<file path="src/rtl/filter_pkg.sv">
// Constants shared between the shift-add FIR filter and its sample feeder.
package filter_pkg;
    localparam int FILT_DATA_W  = 18;
    localparam int FILT_CNT_W   = 7;
    localparam int FOP_FIN_MIN  = 15;
    localparam int FEED_DEPTH   = 4;
    localparam int FEED_UCNT_W  = 8;
endpackage

</file>
<file path="src/rtl/sync_fifo.sv">
// Synchronous FIFO with registered pointers; storage is not reset, only control.
module sync_fifo
    import filter_pkg::*;
#(
    parameter int DEPTH = FEED_DEPTH,
    parameter int W     = FILT_DATA_W,
    localparam int AW   = $clog2(DEPTH),
    localparam int LW   = AW + 1
) (
    input  logic                i_clk,
    input  logic                i_rst,
    input  logic                i_push,
    input  logic                i_pop,
    input  logic signed [W-1:0] i_data,
    output logic signed [W-1:0] o_head,
    output logic                o_full,
    output logic                o_empty,
    output logic [LW-1:0]       o_level
);

    logic signed [W-1:0] mem_q [DEPTH];
    logic [AW-1:0]       wr_q, wr_d;
    logic [AW-1:0]       rd_q, rd_d;
    logic [LW-1:0]       level_q, level_d;
    logic                push_ok;
    logic                pop_ok;

    assign o_full  = (level_q == LW'(DEPTH));
    assign o_empty = (level_q == '0);
    assign o_level = level_q;
    assign o_head  = mem_q[rd_q];
    assign push_ok = i_push && !o_full;
    assign pop_ok  = i_pop && !o_empty;

    always_comb begin
        wr_d    = wr_q;
        rd_d    = rd_q;
        level_d = level_q;
        if (push_ok) wr_d = wr_q + AW'(1);
        if (pop_ok)  rd_d = rd_q + AW'(1);
        case ({push_ok, pop_ok})
            2'b10:   level_d = level_q + LW'(1);
            2'b01:   level_d = level_q - LW'(1);
            default: level_d = level_q;
        endcase
    end

    always_ff @(posedge i_clk) begin
        if (i_rst) begin
            wr_q    <= '0;
            rd_q    <= '0;
            level_q <= '0;
        end else begin
            wr_q    <= wr_d;
            rd_q    <= rd_d;
            level_q <= level_d;
        end
    end

    always_ff @(posedge i_clk) begin
        if (push_ok) mem_q[wr_q] <= i_data;
    end

endmodule

</file>
<file path="src/rtl/filter_sample_feeder.sv">
// Buffers upstream samples and presents one per filter frame, aligned to the
// filter's load edge by a frame counter that mirrors the filter's own.
module filter_sample_feeder
    import filter_pkg::*;
#(
    parameter int DATA_W = FILT_DATA_W,
    parameter int DEPTH  = FEED_DEPTH,
    parameter int CNT_W  = FILT_CNT_W,
    parameter int UCNT_W = FEED_UCNT_W,
    localparam int LW    = $clog2(DEPTH) + 1
) (
    input  logic                     i_clk,
    input  logic                     i_rst,
    input  logic [CNT_W-1:0]         i_fop_fin,
    input  logic                     i_valid,
    input  logic signed [DATA_W-1:0] i_data,
    output logic                     o_ready,
    output logic signed [DATA_W-1:0] o_filter,
    output logic                     o_frame,
    output logic                     o_underrun,
    output logic [UCNT_W-1:0]        o_underrun_cnt,
    output logic [LW-1:0]            o_level
);

    function automatic logic [UCNT_W-1:0] sat_inc(input logic [UCNT_W-1:0] v);
        return (v == '1) ? v : v + UCNT_W'(1);
    endfunction

    logic [CNT_W-1:0]         cnt_q, cnt_d;
    logic signed [DATA_W-1:0] filter_q, filter_d;
    logic                     underrun_q, underrun_d;
    logic [UCNT_W-1:0]        ucnt_q, ucnt_d;

    logic signed [DATA_W-1:0] head;
    logic                     full;
    logic                     empty;
    logic                     push;
    logic                     pop;

    assign o_frame        = (cnt_q == i_fop_fin);
    assign o_ready        = !full && !i_rst;
    assign push           = i_valid && o_ready;
    assign pop            = o_frame && !empty && !i_rst;
    assign o_filter       = filter_q;
    assign o_underrun     = underrun_q;
    assign o_underrun_cnt = ucnt_q;

    sync_fifo #(
        .DEPTH (DEPTH),
        .W     (DATA_W)
    ) u_fifo (
        .i_clk   (i_clk),
        .i_rst   (i_rst),
        .i_push  (push),
        .i_pop   (pop),
        .i_data  (i_data),
        .o_head  (head),
        .o_full  (full),
        .o_empty (empty),
        .o_level (o_level)
    );

    // An empty FIFO at the frame edge presents zero; a same-edge push is not bypassed.
    always_comb begin
        cnt_d      = o_frame ? '0 : cnt_q + CNT_W'(1);
        filter_d   = filter_q;
        underrun_d = 1'b0;
        ucnt_d     = ucnt_q;
        if (o_frame) begin
            if (!empty) begin
                filter_d = head;
            end else begin
                filter_d   = '0;
                underrun_d = 1'b1;
                ucnt_d     = sat_inc(ucnt_q);
            end
        end
    end

    always_ff @(posedge i_clk) begin
        if (i_rst) begin
            cnt_q      <= i_fop_fin;
            filter_q   <= '0;
            underrun_q <= 1'b0;
            ucnt_q     <= '0;
        end else begin
            cnt_q      <= cnt_d;
            filter_q   <= filter_d;
            underrun_q <= underrun_d;
            ucnt_q     <= ucnt_d;
        end
    end

endmodule
</file>
<file path="config.mk">
export PLATFORM = sky130hd
export DESIGN_NAME = filter_sample_feeder
export DESIGN_NICKNAME = d
export VERILOG_FILES = /design/src/rtl/filter_pkg.sv /design/src/rtl/sync_fifo.sv /design/src/rtl/filter_sample_feeder.sv
export SDC_FILE = /design/constraint.sdc
export NUM_CORES = 1
export LEC_CHECK = 0
export ABC_AREA = 1
export CORE_MARGIN = 2
export CORE_UTILIZATION = 55
export DETAILED_ROUTE_END_ITERATION = 10
export GPL_ROUTABILITY_DRIVEN = 0
export GPL_TIMING_DRIVEN = 0
export PLACE_DENSITY = 0.9
export SKIP_CTS_REPAIR_TIMING = 1
export SYNTH_ARGS = -nofsm -noshare
export SYNTH_HDL_FRONTEND = slang
export SYNTH_SLANG_ARGS = --single-unit
</file>
<file path="constraint.sdc">
create_clock -name i_clk -period 4.5 [get_ports i_clk]
set_input_delay 0.45 -clock i_clk [delete_from_list [all_inputs] [get_ports i_clk]]
set_output_delay 0.45 -clock i_clk [all_outputs]
set_load 0.02 [all_outputs]
</file>
; ---- After elaboration in Yosys (flattened, before gate mapping)
; Memories as Yosys holds them, arrays and structs flattened. A register that Yosys moved wholly into a read port is not among the register bits.
; Cells that the tools add are included.
[op_classes]
bitwise_logic = 2
n_reduce_logical = 13
eq_ne = 5
mux = 9
add_sub_neg = 6
[ops]
columns = cell, count
row1 = $mux W18, 1
row2 = $mux W7, 2
row3 = $add A8 B1 Y8 const B, 1
row4 = $eq A8 B8 Y1 const B, 1
row5 = $add A7 B1 Y7 const B, 1
row6 = $eq A7 B7 Y1, 1
row7 = $logic_and A1 B1 Y1, 6
row8 = $pmux W3 S2, 1
row9 = $add A2 B1 Y2 const B, 2
row10 = $mux W2, 2
row11 = $add A3 B1 Y3 const B, 1
row12 = $eq A3 B3 Y1 const B, 1
row13 = $logic_not A1 Y1, 3
row14 = $logic_not A3 Y1, 1
row15 = $mux W1, 3
row16 = $reduce_and A3 Y1, 1
row17 = $sub A3 B1 Y3 const B, 1
row18 = $eq A2 B1 Y1 const B, 1
row19 = $eq A2 B2 Y1 const B, 1
row20 = $not A1 Y1, 2
row21 = $reduce_bool A2 Y1, 1
row22 = $reduce_or A2 Y1, 1
[totals]
inputBits = 28
ramBits = 72
reg_bits = 41
mem_count = 1
elab_cells = 43
[mem_list]
columns = memory, words, word_bits, read_ports, rd_clocked_by_memory_dff, wr, line
row1 = u_fifo.mem_q, 4, 18, 1, 1, 1, sync_fifo.sv:21  ; logic signed [W-1:0] mem_q [DEPTH];

; ---- Depth between registers and ports, before layout
; Gate-level depths: netlist of run 1.
[depth]
word_depth = 7
depth_mapped = 16
depth_no_buf = 15

; ---- Hierarchy
; A second synthesis of run 1 with hierarchy kept.
[unflattened]
hier_cells = 482
area_unflattened_um2 = 4911.0
[modules_own_cells]
columns = mod, seq_area_each_um2, area_per_inst_um2, n_inst, cells_each
row1 = sync_fifo, 2342.2, 3266.9, 1, 244
row2 = filter_sample_feeder, 680.7, 1644.1, 1, 238

; ---- Worst setup path before layout of run 1
; No wires, ideal clock.
[synth_timing]
path_type = flip-flop to flip-flop
startpoint = register u_fifo.level_q[0], in the netlist u_fifo.o_level[0]
endpoint = memory u_fifo.mem_q[0][0] (netlist name), enable pin
path_stages_with_launch = 5
path_slack_ps = 1982
arrival_time_ps = 2125
required_ps = 4107
setup_time_ps = 393
path_buffers = 0
path_cell_list = dfxtp_1 > inv_2 > a31oi_1 > nand2_1 > nor2_1
[synth_via]
elab_chain_cells = 7
[synth_lines]
columns = element, line
row1 = "start, declared", sync_fifo.sv:24  ; logic [LW-1:0] level_q, level_d;
row2 = "start signal, assigned", sync_fifo.sv:56  ; level_q <= level_d;
row3 = $eq A3 B3 Y1, sync_fifo.sv:28  ; assign o_full = (level_q == LW'(DEPTH));
row4 = $logic_not A1 Y1, filter_sample_feeder.sv:41  ; assign o_ready = !full && !i_rst;
row5 = $logic_and A1 B1 Y1, filter_sample_feeder.sv:41
row6 = named net o_ready, filter_sample_feeder.sv:17  ; output logic o_ready,
row7 = $logic_and A1 B1 Y1, filter_sample_feeder.sv:42  ; assign push = i_valid && o_ready;
row8 = $logic_and A1 B1 Y1, sync_fifo.sv:32  ; assign push_ok = i_push && !o_full;
row9 = $mux W1, sync_fifo.sv:61  ; if (push_ok) mem_q[wr_q] <= i_data;
row10 = $mux W1 (not written as such), sync_fifo.sv:61
row11 = "end, declared", sync_fifo.sv:21
; The timed path passes the listed nets, and every way through them passes these cells.

; ---- Final worst setup path of run 1
[layout_timing]
startpoint = input port i_fop_fin[0]
endpoint = output port o_frame
[layout_via]
elab_chain_cells = 1
[layout_lines]
columns = element, line
row1 = "start, declared", filter_sample_feeder.sv:14  ; input logic [CNT_W-1:0] i_fop_fin,
row2 = $eq A7 B7 Y1, filter_sample_feeder.sv:40  ; assign o_frame = (cnt_q == i_fop_fin);
row3 = "end, declared", filter_sample_feeder.sv:19  ; output logic o_frame,
; Every way passes these cells.

==> parameters.txt, run 1 <==
Parameter                              Value

Layout
  Total number of nets in the final design    537
  Post-synthesis to final-layout area growth    28.2%
  Final Cell Area    5990 um^2
  Final non-filler cell total    618
  Fraction of final layout cells sized beyond drive strength 1    12.5%
  Number of inserted filler cells in the final layout    just under 500
  Diodes inserted    0

Placement
  Number of port buffers    59
  Placed cell areas    5460 um^2
  DP Wirelength    6.91 mm
  Placed Instances    587

Route
  Via Count    3553
  Count of nets left with antenna violations after detail routing    0
  Total Routed Length    11.1 mm
  DRC violations left    0
  Detailed Routing Iterations Pass 1    5
  Iter 0 DRT Violations    367
  Vias/cell    5.75
  Routed len/inst    17.9 um

Timing
  Setup violators final    0
  Crit share post-route    61.6%
  Final TNS setup    0 ns
  Time the final worst path needs with I/O delays and setup    2.77 ns
  Unrepaired setup endpoints after global routing    false
  Worst Clk Skew    about 0.0091 ns
  Fmax    approximately 0.36 GHz
  Total count of hold-check failures in the final report    0
  Total count of max-transition violations in the final report    0
  Max-slew headroom at the worst pin    58.8%
  Actual slew at the worst max-slew pin    slightly above 0.6 ns

Yosys
  Number of synthesized flops with an enable pin    72
  Top flip-flop cell by instance count after synthesis    edfxtp_1
  Leading cell types by count after synthesis    nand2_1 (93), edfxtp_1 (72), dfxtp_1 (43)
  Mapped cell area    about 4700 um^2
  Top cells by area, synth    edfxtp_1 (46%), dfxtp_1 (18%), nand2_1 (7.5%)
  Count of state elements after synthesis    115
  Post-synth net total    455
  Average footprint of a synthesized cell    ~11 um^2
  Seq/Total Area, Yosys    64.7%
  Number of warning messages in the yosys log    0
  Share of synthesized registers carrying an async set or reset    0%
  Share of the synthesized area in the top cell type    46.3%
  Most common cell in the netlist    nand2_1
  Cell taking the most area after synthesis    edfxtp_1
  Cells after Synth    419
  Distinct cell type count after synthesis    31

Global routing
  Global-route wire length before repair    17.0 mm
  Grt ovf    0
  Vias in the first global route    3559
  Maximum number of pins on one net before global-route repair    17
  Number of antenna violations at the first check in global routing    0
  Total Routing Usage GR    25.6%

Clock network
  Master cell of the clock root buffer    clkbuf_8
  Post-CTS clock slew at the launch and capture registers of the worst setup and hold paths    0.06 ns
  H-tree depth    4
  CTS tree    yes
  Number of buffers created by CTS    17
  Number of sinks driven by the clock tree    115
  Later-pin clock latency in the skew report    between 0.5 and 0.6 ns
  Longest Clk Path Bufs    2

Floorplan
  Count of pins on the block boundary    60
  Area enclosed by the die boundary    9250 um^2
  Height of the chip    between 90 and 100 um
  Width of the chip    96.2 um
  Initial core utilization    56.9%
  Placement Rows    33
  Core Box Area    roughly 8000 um^2

Setup path
  Family with the most delay on the worst path    buffers and inverters
  Critical path fanouts, max    10
  Maximum single-stage delay on the critical path    between 0.6 and 0.7 ns
  Worst setup EP type    primary output
  Endpoint required time on the critical path    about 4 ns
  Category of the worst setup path launch point    input port
  Buf+Inv Stages, Crit Path    3
  Critical path, cell by cell    clkdlybuf4s50_1 -> xnor2_1 -> nand3_1 -> nor2_8 -> buf_6 -> clkdlybuf4s50_1
  Arr. time, crit path    2.32 ns
  Critical path type    in -> out
  Critical-path cell with the highest stage delay    clkdlybuf4s50_1
  Critical Path Most Common Cell    clkdlybuf4s50_1

Outcome
  Run status    finished clean

Power and ir drop
  Power per Cell Area    about 420 nW/um^2
  Leakage component of the power    around 2.2 nW
  Max IR drop VDD    roughly 0.35 mV

Hold path
  Path category of the worst min-delay check    reg -> reg

Flow run
  Maximum Capacitance Violations    0
## placed cells by master (no fill, tap or decap), types with 2 or more instances in the layout
cell             instances
nand4_1                  2
o21ai_0                  7
clkdlybuf4s50_1         59
clkinv_1                 3
nand3_1                 34
nor2_4                   2
nand2_1                 93
inv_1                   25
dfxtp_1                 43
clkbuf_16               16
buf_6                    5
clkinvlp_4               4
o22ai_1                  5
xor2_1                   9
clkinv_2                 3
inv_2                    3
a21oi_1                 33
edfxtp_1                72
o21ai_2                  8
inv_6                    2
nor3_1                   2
a32o_1                  18
nor2_1                  10
buf_2                    5
nor2_2                   5
ha_1                     7
clkinv_4                 2
buf_8                    3
o21ai_1                 10
clkbuf_1                11
xnor2_1                  3
## sequential cells by signal (all words and copies together), names as in the netlist, named ones only
signal / cells
o_underrun: 1
o_filter: 18
cnt_q: 7
o_underrun_cnt: 8
u_fifo.rd_q: 2
u_fifo.wr_q: 2
u_fifo.o_level: 3
u_fifo.mem_q: 72
## per-stage QoR
step | worst slack, ns | hold WS [ns] | utilization (%) | power [mW]
finish | 1.73 | 0.480 | 72.9 | 2.49
global route | 1.65 | 0.499 | 72.9 | 2.56
CTS | 1.73 | 0.480 | 72.9 | 2.50
detailed placement | 1.48 | 0.468 | 66.5 | 1.32
global placement | 1.28 | 0.463 | 65.7 | 1.31
floorplan | 1.98 | 0.465 | - | 1.26
## area by class of cell
| cell class | count | area (um^2) | area share (%) |
|---|---|---|---|
| flip-flops and latches | 115 | 3020 | 50.4 |
| multi-input cells | 254 | 1440 | 23.9 |
| repair buffers | 63 | 647 | 10.8 |
| clock buffers | 18 | 418 | 6.97 |
| well taps | 105 | 131 | 2.19 |
| clock inverters | 13 | 114 | 1.90 |
| plain buffers | 20 | 113 | 1.88 |
| inverters | 30 | 113 | 1.88 |
## logic make-up after synthesis
| group | synth area share, % |
|---|---|
| AO/OA/AOI/OAI | 11.5 |
| buffers and inverters | 4.82 |
| adder cells (fa/ha/maj) | 2.30 |
| AND/OR/NAND/NOR | 14.4 |
| flip-flops | 64.7 |
| XOR/XNOR | 2.25 |
## power breakdown
part	total (mW)	internal (mW)	switching [mW]	leakage, nW
combinational	0.139	0.0597	0.0790	0.973
clock	1.19	0.726	0.467	0.251
sequential	1.16	1.15	0.0152	1.00
## path summary, 6_finish.rpt
check                            from                             end  slack, ns  cells past startpoint
max                      i_fop_fin[0]                         o_frame       1.73                      6
min          o_filter[0]$_SDFFE_PP0N_        o_filter[0]$_SDFFE_PP0N_       0.48                      2
max reg2reg          cnt_q[4]$_DFF_P_  u_fifo.o_level[2]$_SDFFE_PP0P_       1.97                     16
min reg2reg  o_filter[0]$_SDFFE_PP0N_        o_filter[0]$_SDFFE_PP0N_       0.48                      2
## per-layer routing
layer | share of wire, % | vias to the layer above | global-route usage, %
met5 | 0 | - | 0
met4 | 3.4 | 0 | 12.5
met3 | 7.5 | 37 | 8.14
met2 | 51 | 180 | 43.1
met1 | 38 | 1692 | 29.3
li1 | - | 1644 | -
## tightest hold or removal path, cell delays in order (launching register included)
cell	delay, ns
dfxtp_1	0.31
nand3_1	0.07
o21ai_1	0.06
No activity file was read; power rests on OpenSTA's default activity.
==> run 2, diff against run 1 <==
==> constraint.sdc (replaced) <==
create_clock -name i_clk -period 2.7 [get_ports i_clk]
set_input_delay 0.27 -clock i_clk [delete_from_list [all_inputs] [get_ports i_clk]]
set_output_delay 0.27 -clock i_clk [all_outputs]
set_load 0.02 [all_outputs]
==> run 2 against run 1 <==
Effect of this change:
- setup slack lost 1.6 ns
- critical path depth grew 2
- routed wire length grew 0.54%
- sequential power grew 67%
- clock-buffer cell count is the same
- sequential share of layout area is essentially flat
- design area is essentially flat
- sequential cell count is the same
- clock skew shrank 0.0026 ns
==> parameters.txt, run 2 (same netlist as run 1, synthesis figures left out) <==
Parameter                              Value

Floorplan
  Placement Rows    33
  Count of pins on the block boundary    60
  Width of the chip    ~96 um
  Area enclosed by the die boundary    9250 um^2
  Core Box Area    8220 um^2
  Height of the chip    96.2 um
  Initial core utilization    56.9%

Route
  Detailed Routing Iterations Pass 1    5
  Count of nets left with antenna violations after detail routing    0
  Iter 0 DRT Violations    around 400
  Vias/cell    5.73
  Routed len/inst    18.0 um
  Via Count    3540
  Total Routed Length    approximately 11 mm
  DRC violations left    0

Hold path
  Path category of the worst min-delay check    in -> reg

Clock network
  Master cell of the clock root buffer    clkbuf_8
  H-tree depth    4
  CTS tree    yes
  Post-CTS clock slew at the launch and capture registers of the worst setup and hold paths    0.05 ns
  Number of sinks driven by the clock tree    115
  Longest Clk Path Bufs    2
  Later-pin clock latency in the skew report    0.52 ns
  Number of buffers created by CTS    17

Setup path
  Critical path, cell by cell    inv_1 -> nand2_1 -> nand2_1 -> nor2_1 -> nand2_2 -> nor2_8 -> buf_6 -> clkdlybuf4s50_1
  Arr. time, crit path    about 2.3 ns
  Worst setup EP type    primary output
  Maximum single-stage delay on the critical path    0.62 ns
  Endpoint required time on the critical path    2.43 ns
  Category of the worst setup path launch point    flip-flop
  Buf+Inv Stages, Crit Path    3
  Critical path fanouts, max    10
  Family with the most delay on the worst path    buffers and inverters
  Critical Path Most Common Cell    nand2_1
  Critical-path cell with the highest stage delay    clkdlybuf4s50_1
  Critical path type    reg -> out

Layout
  Most frequent cells in the layout    nand2_1 (93), edfxtp_1 (72), clkdlybuf4s50_1 (59), dfxtp_1 (43)
  Total number of nets in the final design    537
  Largest reg by FF count    u_fifo.mem_q
  Final Cell Area    between 5000 and 6000 um^2
  Number of inserted filler cells in the final layout    around 500
  Fraction of the core area covered by cells at the end of the flow    73.0%
  Fraction of final layout cells sized beyond drive strength 1    about an eighth
  Post-synthesis to final-layout area growth    28.4%
  Largest register FFs    72
  Leading cell type in the layout, fill and taps excluded    nand2_1
  Diodes inserted    0

Timing
  Final TNS setup    0 ns
  Setup violators final    0
  Time the final worst path needs with I/O delays and setup    2.56 ns
  Crit share post-route    94.8%
  Unrepaired setup endpoints after global routing    false
  Actual slew at the worst max-slew pin    0.629 ns
  Total count of hold-check failures in the final report    0
  Total count of max-transition violations in the final report    0
  Worst Clk Skew    0.00651 ns
  Max-slew headroom at the worst pin    approximately 58%
  Fmax    0.391 GHz

Placement
  DP Wirelength    6.91 mm
  Number of port buffers    59
  Placed cell areas    around 5500 um^2

Global routing
  Number of antenna violations at the first check in global routing    0
  Total Routing Usage GR    between 20 and 30%
  Global-route wire length before repair    17.0 mm
  Maximum number of pins on one net before global-route repair    17
  Vias in the first global route    3559
  Grt ovf    0

Flow run
  Maximum Capacitance Violations    0

Power and ir drop
  Final Power    between 4 and 5 mW
  Max IR drop VDD    0.580 mV
  Leakage component of the power    2.23 nW
  Power per Cell Area    between 600 and 700 nW/um^2

Outcome
  Run status    finished clean
run 2: through the flow:
stage	hold WS [ns]	setup WS (ns)	std cells
3_3_place_gp	0.463	-0.338	583
2_1_floorplan	0.369	0.182	419
3_5_place_dp	0.468	-0.145	587
5_1_grt	0.371	0.00456	618
6_report	0.383	0.141	618
4_1_cts	0.366	0.140	618
run 2: tightest hold or removal path: stages:
cell and delay, ns:
clkdlybuf4s50_1 0.43, inv_1 0.08, o22ai_1 0.07
run 2: layout make-up:
type	count	area (um^2)	share of cell area [%]
Sequential cell	115	3020	50.4
Clock inverter	13	114	1.90
Clock buffer	18	418	6.97
Buffer	20	113	1.88
Timing Repair Buffer	63	647	10.8
Tap cell	105	131	2.19
Multi-Input combinational cell	254	1440	24.0
Inverter	30	113	1.88
run 2: per-layer routing:
layer | vias to the layer above | wire length (um) | track usage (%)
li1 | 1646 | - | -
met1 | 1683 | 4200 | 29.3
met2 | 183 | 5760 | 43.2
met3 | 28 | 896 | 8.14
met4 | 0 | 255 | 12.4
met5 | - | 0 | 0
run 2: path summary, 6_finish.rpt:
check                            from                             end  slack, ns  cells past startpoint
min reg2reg  o_filter[0]$_SDFFE_PP0N_        o_filter[0]$_SDFFE_PP0N_       0.48                      2
max reg2reg          cnt_q[4]$_DFF_P_  u_fifo.o_level[2]$_SDFFE_PP0P_       0.15                     16
max                  cnt_q[4]$_DFF_P_                         o_frame       0.14                      8
min                      i_fop_fin[3]                cnt_q[3]$_DFF_P_       0.38                      3
run 2: power by group:
part           total [mW]  switching, mW  leakage, nW  internal (mW)
logic               0.233          0.133        0.974          0.100
registers            1.94         0.0254         1.00           1.91
clock network        1.99          0.779        0.251           1.21
total                4.16          0.938         2.23           3.22
==> run 3, diff against run 2 <==
--- a/config.mk
+++ b/config.mk
@@ -6,7 +6,8 @@
 export NUM_CORES = 1
 export LEC_CHECK = 0
 export ABC_AREA = 1
-export CORE_MARGIN = 2
+export CORE_ASPECT_RATIO = 1.2
+export CORE_MARGIN = 4
 export CORE_UTILIZATION = 55
 export DETAILED_ROUTE_END_ITERATION = 10
 export GPL_ROUTABILITY_DRIVEN = 0
==> run 3 against run 2 <==
Effect of this change:
- design area increased by 2.8%
- sequential share of layout area is 1.4 points lower
- register-to-register slack gained 0.04 ns
- worst hold slack lost 0.024 ns
- via count decreased by 0.20%
- clock-buffer cell count fell by 1
- clock power rose by 21%
==> parameters.txt, run 3 (same netlist as run 1, synthesis figures left out) <==
Parameter                              Value

Outcome
  Run status    finished clean

Timing
  Final TNS setup    0 ns
  Actual slew at the worst max-slew pin    0.580 ns
  Crit share post-route    96.1%
  Max-slew headroom at the worst pin    61.3%
  Total count of max-transition violations in the final report    0
  Total count of hold-check failures in the final report    0
  Setup violators final    0
  Time the final worst path needs with I/O delays and setup    ~2.6 ns
  Fmax    0.386 GHz
  Worst Clk Skew    0.00841 ns
  Worst hold margin    0.359 ns
  Setup ws final    0.106 ns

Power and ir drop
  Max IR drop VDD    about 0.66 mV
  Leakage component of the power    around 2.3 nW
  Power per Cell Area    743 nW/um^2

Hold path
  Path category of the worst min-delay check    in -> reg

Floorplan
  Width of the chip    a little over 90 um
  Area enclosed by the die boundary    10000 um^2
  Height of the chip    109 um
  Count of pins on the block boundary    60
  Placement Rows    36
  Core Box Area    a little over 8000 um^2
  Initial core utilization    57.0%

Route
  Vias/cell    5.60
  DRC violations left    0
  Routed length on met1    4.56 mm
  Iter 0 DRT Violations    334
  Met2 wirelength from detailed routing    a little under 6 mm
  Detailed Routing Iterations Pass 1    5
  Total Routed Length    11.5 mm
  Met3 Wirelength    752 um
  Routed len/inst    18.2 um
  Count of nets left with antenna violations after detail routing    0
  Via Count    3533
  Top metal layer carrying routed signals    met4

Placement
  DP Wirelength    7.00 mm
  Number of port buffers    59
  Worst Setup Slack post-DPL    -0.193 ns

Clock network
  CTS tree    yes
  Longest Clk Path Bufs    2
  Number of sinks driven by the clock tree    between 100 and 150
  H-tree depth    4
  Post-CTS clock slew at the launch and capture registers of the worst setup and hold paths    about 0.060 ns
  Number of buffers created by CTS    17
  Master cell of the clock root buffer    clkbuf_8
  Later-pin clock latency in the skew report    0.53 ns

Global routing
  Number of antenna violations at the first check in global routing    0
  Vias in the first global route    3701
  Global-route wire length before repair    17.8 mm
  Maximum number of pins on one net before global-route repair    17
  Total Routing Usage GR    23.8%
  Grt ovf    0

Layout
  Fraction of final layout cells sized beyond drive strength 1    13.7%
  Diodes inserted    0
  Total number of nets in the final design    540
  Most frequent cells in the layout    nand2_1 (93), edfxtp_1 (72), clkdlybuf4s50_1 (59), dfxtp_1 (42), nand3_1 (34)
  Largest register FFs    72
  Largest reg by FF count    u_fifo.mem_q
  Leading cell type in the layout, fill and taps excluded    nand2_1
  Post-synthesis to final-layout area growth    32.0%

Setup path
  Arr. time, crit path    2.32 ns
  Category of the worst setup path launch point    flip-flop
  Endpoint required time on the critical path    2.43 ns
  Worst setup EP type    primary output
  Critical path fanouts, max    10
  Critical path type    reg -> out

Flow run
  Maximum Capacitance Violations    0
==> run 3: cell count changes in the layout (fill, tap and decap cells not counted), moves of 2 or more <==
cell,delta
bufinv_16,+4
buf_4,+3
buf_16,+2
clkinv_2,-2
clkinvlp_4,-2
inv_6,+2
==> run 3: through the flow <==
stage	std cells	util (%)	total power, mW	cell area, um^2
after floorplan	419	-	2.10	4670
after global placement	592	65.9	2.18	5410
after detailed placement	596	67.1	2.20	5500
after CTS	628	74.9	4.59	6140
after global routing	631	75.2	4.70	6170
final	631	75.2	4.58	6170
==> run 3: final cells by class <==
type | count | area (um^2)
Sequential cell | 115 | 3020
Fill cell | 516 | 2030
Multi-Input combinational cell | 254 | 1440
Timing Repair Buffer | 66 | 698
Clock buffer | 17 | 414
Clock inverter | 15 | 226
Tap cell | 114 | 143
Buffer | 20 | 113
Inverter | 30 | 113
==> run 3: final timing paths <==
check | start | end | slack [ns] | depth (start not counted)
setup / recovery | cnt_q[4]$_DFF_P_ | o_frame | 0.11 | 9
hold / removal | i_fop_fin[3] | cnt_q[3]$_DFF_P_ | 0.36 | 3
setup reg to reg | cnt_q[4]$_DFF_P_ | u_fifo.o_level[2]$_SDFFE_PP0P_ | 0.19 | 16
hold reg to reg | o_filter[17]$_SDFFE_PP0N_ | o_filter[17]$_SDFFE_PP0N_ | 0.48 | 2
==> run 3: power breakdown <==
group          internal, mW  switching, mW
logic                 0.104          0.135
registers              1.91         0.0249
clock network          1.60          0.807
total                  3.62          0.967
==> run 3: critical path: stages, from the launching register on <==
cell and delay, ns:
dfxtp_1 0.35, inv_1 0.08, nand2_1 0.06, nand2_1 0.05, nor2_1 0.12, nand2_2 0.11
nor2_8 0.16, buf_4 0.13, buf_6 0.13, clkdlybuf4s50_1 0.60
==> run 3: layer usage <==
layer / track usage [%] / vias to the layer above
li1: - / 1649
met1: 26.3 / 1704
met2: 40.7 / 154
met3: 7.59 / 26
met4: 13.4 / 0
met5: 0 / -
